<file path="config.mk">
export PLATFORM = sky130hd
export DESIGN_NAME = mult_div_unit
export DESIGN_NICKNAME = d
export VERILOG_FILES = /design/src/rtl/mult_div_unit.sv
export SDC_FILE = /design/constraint.sdc
export NUM_CORES = 1
export LEC_CHECK = 0
export ABC_AREA = 0
export ABC_CLOCK_PERIOD_IN_PS = 6600
export BUFFER_PORTS_ARGS = -buffer_cell sky130_fd_sc_hd__buf_2
export CORE_MARGIN = 10
export CORE_UTILIZATION = 45
export DETAILED_ROUTE_END_ITERATION = 8
export HOLD_SLACK_MARGIN = 0.06
export PLACE_DENSITY = 0.67
export SYNTH_ARGS = -nofsm -noshare
export SYNTH_HDL_FRONTEND = slang
export SYNTH_SLANG_ARGS = --single-unit
</file>
<file path="constraint.sdc">
create_clock -name clock -period 6.6 [get_ports clock]
set_clock_uncertainty 0.15 [all_clocks]
set_input_delay 0.33 -clock clock [delete_from_list [all_inputs] [get_ports clock]]
set_output_delay 0.33 -clock clock [all_outputs]
set_load 0.05 [all_outputs]
</file>
<file path="src/rtl/mult_div_unit.sv">
// Iterative signed multiply/divide unit: shift-add MULT and restoring DIV, one bit per cycle,
// with a start/busy/done handshake and an explicit divide-by-zero flag.
module mult_div_unit #(
  parameter int unsigned WIDTH = 32
) (
  input  logic             clock,
  input  logic             reset,
  input  logic             start,
  input  logic             op,
  input  logic [WIDTH-1:0] a,
  input  logic [WIDTH-1:0] b,
  output logic             busy,
  output logic             done,
  output logic [WIDTH-1:0] hi,
  output logic [WIDTH-1:0] lo,
  output logic             div_zero
);

  localparam int unsigned CntW = $clog2(WIDTH + 1);

  typedef enum logic [1:0] {StIdle, StRun, StFix} state_e;

  state_e             state_q;
  logic               op_q;
  logic               sign_a_q;
  logic               sign_b_q;
  logic               zero_q;
  logic [WIDTH-1:0]   mag_a_q;
  logic [WIDTH-1:0]   mag_b_q;
  // MULT: {partial product, remaining multiplier bits}; DIV: low half shifts dividend out, quotient in
  logic [2*WIDTH-1:0] acc_q;
  logic [WIDTH:0]     rem_q;
  logic [CntW-1:0]    cnt_q;

  logic [WIDTH-1:0]   mag_a_in;
  logic [WIDTH-1:0]   mag_b_in;
  logic [WIDTH:0]     add_sum;
  logic [WIDTH+1:0]   shifted;
  logic [WIDTH+1:0]   trial;
  logic [2*WIDTH-1:0] prod_fix;
  logic [WIDTH-1:0]   quot_fix;
  logic [WIDTH-1:0]   rem_fix;

  always_comb begin
    mag_a_in = a[WIDTH-1] ? -a : a;
    mag_b_in = b[WIDTH-1] ? -b : b;
    add_sum  = {1'b0, acc_q[2*WIDTH-1:WIDTH]} + (acc_q[0] ? {1'b0, mag_a_q} : '0);
    shifted  = {rem_q, acc_q[WIDTH-1]};
    trial    = shifted - {2'b00, mag_b_q};
    prod_fix = (sign_a_q ^ sign_b_q) ? -acc_q : acc_q;
    quot_fix = (sign_a_q ^ sign_b_q) ? -acc_q[WIDTH-1:0] : acc_q[WIDTH-1:0];
    rem_fix  = sign_a_q ? -rem_q[WIDTH-1:0] : rem_q[WIDTH-1:0];
  end

  always_ff @(posedge clock or posedge reset) begin
    if (reset) begin
      state_q  <= StIdle;
      op_q     <= 1'b0;
      sign_a_q <= 1'b0;
      sign_b_q <= 1'b0;
      zero_q   <= 1'b0;
      mag_a_q  <= '0;
      mag_b_q  <= '0;
      acc_q    <= '0;
      rem_q    <= '0;
      cnt_q    <= '0;
      busy     <= 1'b0;
      done     <= 1'b0;
      hi       <= '0;
      lo       <= '0;
      div_zero <= 1'b0;
    end else begin
      done <= 1'b0;
      unique case (state_q)
        StIdle: begin
          if (start) begin
            op_q     <= op;
            sign_a_q <= a[WIDTH-1];
            sign_b_q <= b[WIDTH-1];
            zero_q   <= (b == '0);
            mag_a_q  <= mag_a_in;
            mag_b_q  <= mag_b_in;
            acc_q    <= {{WIDTH{1'b0}}, (op ? mag_a_in : mag_b_in)};
            rem_q    <= '0;
            cnt_q    <= CntW'(WIDTH);
            busy     <= 1'b1;
            state_q  <= (op && (b == '0)) ? StFix : StRun;
          end
        end
        StRun: begin
          if (op_q) begin
            // Restore when the trial subtraction borrows
            acc_q[WIDTH-1:0] <= {acc_q[WIDTH-2:0], ~trial[WIDTH+1]};
            rem_q            <= trial[WIDTH+1] ? shifted[WIDTH:0] : trial[WIDTH:0];
          end else begin
            acc_q <= {add_sum, acc_q[WIDTH-1:1]};
          end
          cnt_q <= cnt_q - CntW'(1);
          if (cnt_q == CntW'(1)) begin
            state_q <= StFix;
          end
        end
        StFix: begin
          if (op_q && zero_q) begin
            div_zero <= 1'b1;
          end else if (op_q) begin
            hi       <= rem_fix;
            lo       <= quot_fix;
            div_zero <= 1'b0;
          end else begin
            hi       <= prod_fix[2*WIDTH-1:WIDTH];
            lo       <= prod_fix[WIDTH-1:0];
            div_zero <= 1'b0;
          end
          done    <= 1'b1;
          busy    <= 1'b0;
          state_q <= StIdle;
        end
        default: state_q <= StIdle;
      endcase
    end
  end

endmodule

</file>
==> flow_metrics.py <==
metrics = {
    "status": {
        "outcome": "finished clean",
    },
    "clocking": {
        "cts_buffer_depth": 3,
        "cts.clk_slew.worst_paths_ns": 0.06,
        "cts_root_buf": "clkbuf_16",
        "cts_tree": "built",
        "cts-resized-gates": 0,
        "clkLatencyLatePin_ns": 0.59,
        "htree_levels": 1,
        "cts_inserted_buffers": 29,
        "cts_sinks": 240,
    },
    "worst_setup_path": {
        "r2r_end": "rem_q[29]",
        "worstRegToRegCells": 12,
        "path_max_fanout": 35,
        "crit_start": "rem_q[0]",
        "cp_common_cell": "buf_4",
        "ff2ff_setup_slack_ns": 2.06,
        "crit_type": "reg2reg",
        "setup.worst_path.end": "rem_q[29]",
        "arrival_ns": 4.81,
        "worstPathRequired_ns": 6.87,
        "cp_slowest_stage_delay_ns": 0.76,
        "crit_path_end_kind": "register",
        "timing.rr.start": "rem_q[0]",
        "cp_cell_sequence": "ha_1 > nor2b_1 > o31a_1 > o211ai_1 > nand2_1 > a311oi_1 > nor3_1 > o21ai_2 > buf_4 > and2_0 > buf_4 > o221ai_1",
        "startpoint_type": "register",
        "worst_path_max_delay_cell": "and2_0",
    },
    "sta": {
        "rsz0062_at_grt": "no",
        "max_slew_margin": 0.264,
        "fin_hold_ws_ns": 0.0761,
        "layout_min_cycle_time_ns": 4.54,
        "report.final.slew_viol_count": 0,
        "fmax_ghz": 0.220,
        "timing.final.crit_share": 0.687,
        "hold_viol_final": 0,
        "finalSetupViolCount": 0,
        "tightest_slew_ns": 1.10,
        "setup_tns_ns": 0,
    },
    "pwr": {
        "power_leakage_nw": 8.83,
        "power.total_mw": 11.0,
        "vdd_drop_max_mv": 0.377,
        "p_per_area_nw_per_um2": 561,
    },
    "placed_design": {
        "dp_hpwl_um": 42400,
        "numPortBuffers": 134,
        "placed_cell_area_um2": 18200,
        "dp.cells": 2651,
        "routabilityCongestion": 0.946,
    },
    "final_layout": {
        "drive_gt1_frac": 0.110,
        "nets": 2348,
        "design_area_um2": 19700,
        "area.growth.synth_to_final_pct": 14.5,
        "fillers": 3649,
        "stdcell_count": 2741,
    },
    "route": {
        "ant_nets": 0,
        "drt_first_iter_violations": 1468,
        "drc": 0,
        "post_drt_wl_per_cell_um": 20.7,
        "via_per_inst": 5.84,
        "dr.pass1.iters": 5,
        "num_vias": 16001,
        "finalWirelength_um": 56900,
    },
    "floorplanning": {
        "die_h_um": 215,
        "rows": 71,
        "start_util": 0.456,
        "die_w_um": 215,
        "num_io_pins": 135,
        "die-area_um2": 46400,
        "core_area_um2": 37700,
    },
    "synth": {
        "ys_warn_count": 0,
        "syn_area_um2": 17200,
        "ys_types": 74,
        "post-synth-top-count-cell": "nand2_1",
        "postSynthCellCount": 2110,
        "synth_edf_count": 0,
        "ys_ff_latch": 240,
        "yosysSeqAreaShare": 0.350,
        "synthTopCellsByCount": "nand2_1, o21ai_0, dfrtp_1",
        "synth_area_leaders": "dfrtp_1, o21ai_0, nand2_1, xor2_1, ha_1",
        "synthFlopType": "dfrtp_1",
        "yosysTopAreaCell": "dfrtp_1",
        "synth.avg_cell_area_um2": 8.14,
        "async_flop_share": 1.00,
        "synth_fp_nets": 2250,
        "synth_top_area_frac": 0.350,
    },
    "min_path": {
        "hold_class": "in2reg",
    },
    "global_routing": {
        "grt_max_degree": 156,
        "grt_pass1_wl_um": 89100,
        "first_global_vias": 15338,
        "antenna_found_initial": 1,
        "grt.total_usage": 0.238,
        "grt-ovfl-total": 0,
    },
    "run": {
        "cap_viol_max_count": 0,
    },
}
==> timing repair <==
item                                    4_1_cts  5_1_grt
endpoints found under the hold margin        52        0
setup buffers                                 0        0
endpoints found under the setup margin        0        0
hold buffers                                 37        0
==> worst max-delay path, delay by kind of cell, from the launching register on <==
family | cells | cell delay [ns]
buf+inv | 2 | 0.72
compound gates | 5 | 1.48
flops | 1 | 0.44
simple gates | 4 | 1.25
fa+ha+maj | 1 | 0.29
==> where the power goes <==
group          total [mW]  internal, mW  switching (mW)
combinational        6.36          2.25            4.11
clock                1.82          1.13           0.688
sequential           2.84          2.10           0.739
total                11.0          5.49            5.54
==> worst min path at each step <==
stage / start / end / slack [ns] / cells after the start
3_5_place_dp: reset / mag_b_q[23] / 0.21 / 2
3_3_place_gp: reset / mag_b_q[23] / 0.20 / 2
5_1_grt: b[16] / mag_b_q[16] / 0.09 / 3
4_1_cts: b[18] / mag_b_q[18] / 0.06 / 3
6_report: b[20] / mag_b_q[20] / 0.08 / 3
2_1_floorplan: mag_a_q[0] / mag_a_q[0] / 0.29 / 2
==> area by class of cell <==
type | count | area [µm²] | area share
Sequential cell | 240 | 6010 | 0.306
Inverter | 83 | 315 | 0.0160
Clock buffer | 35 | 798 | 0.0406
Clock inverter | 17 | 283 | 0.0144
Tap cell | 511 | 639 | 0.0325
Antenna cell | 1 | 2.50 | 0.000127
Timing Repair Buffer | 191 | 1200 | 0.0612
Multi-Input combinational cell | 1663 | 10400 | 0.529
==> cells in the final DEF (no fill, tap or decap), types with 24 or more instances in the layout <==
| cell type | count |
|---|---|
| clkbuf_16 | 29 |
| xnor2_1 | 76 |
| o31ai_1 | 40 |
| nand2_1 | 331 |
| ha_1 | 70 |
| buf_2 | 134 |
| nor2_1 | 133 |
| mux2i_1 | 58 |
| nand4_1 | 24 |
| a21o_1 | 29 |
| o211ai_1 | 25 |
| and2_1 | 40 |
| nor3_1 | 34 |
| nand3_1 | 29 |
| dlygate4sd3_1 | 37 |
| inv_1 | 82 |
| o21ai_0 | 253 |
| a211oi_1 | 25 |
| dfrtp_1 | 239 |
| a21oi_1 | 142 |
| xor2_1 | 113 |
==> logic make-up (layout without fill, tap and decap cells) <==
group                      Yosys count  in the layout  share of synthesized area
DFF                                240            240                      0.350
and+or+nand+nor                    702            702                      0.190
other                                0              1                          0
xor gates and xnor gates           191            191                     0.0975
AOI/OAI and AO/OA                  638            638                      0.228
muxes                               60             60                     0.0351
adders and majority gates           72             72                     0.0534
buffers and inverters              207            326                     0.0457
==> state kept, by name (all words and copies together) (netlist names), 2 cells and up <==
signal   cells
acc_q       64
rem_q       33
hi          32
lo          32
mag_a_q     32
mag_b_q     32
cnt_q        6
state_q      2
==> metrics by stage <==
stage | worst slack [ns] | utilization
after floorplan | 2.97 | -
after global placement | 2.25 | 0.483
after detailed placement | 2.10 | 0.483
after CTS | 2.08 | 0.522
after global routing | 1.76 | 0.522
final | 2.06 | 0.522
==> per-layer routing <==
metal	wire [µm]	global-route usage	up-vias
li1	-	-	7673
met1	25100	0.320	7710
met2	25200	0.365	501
met3	3720	0.0419	117
met4	2870	0.110	0
met5	0	0	-
Power figures use the tool's default switching activity.
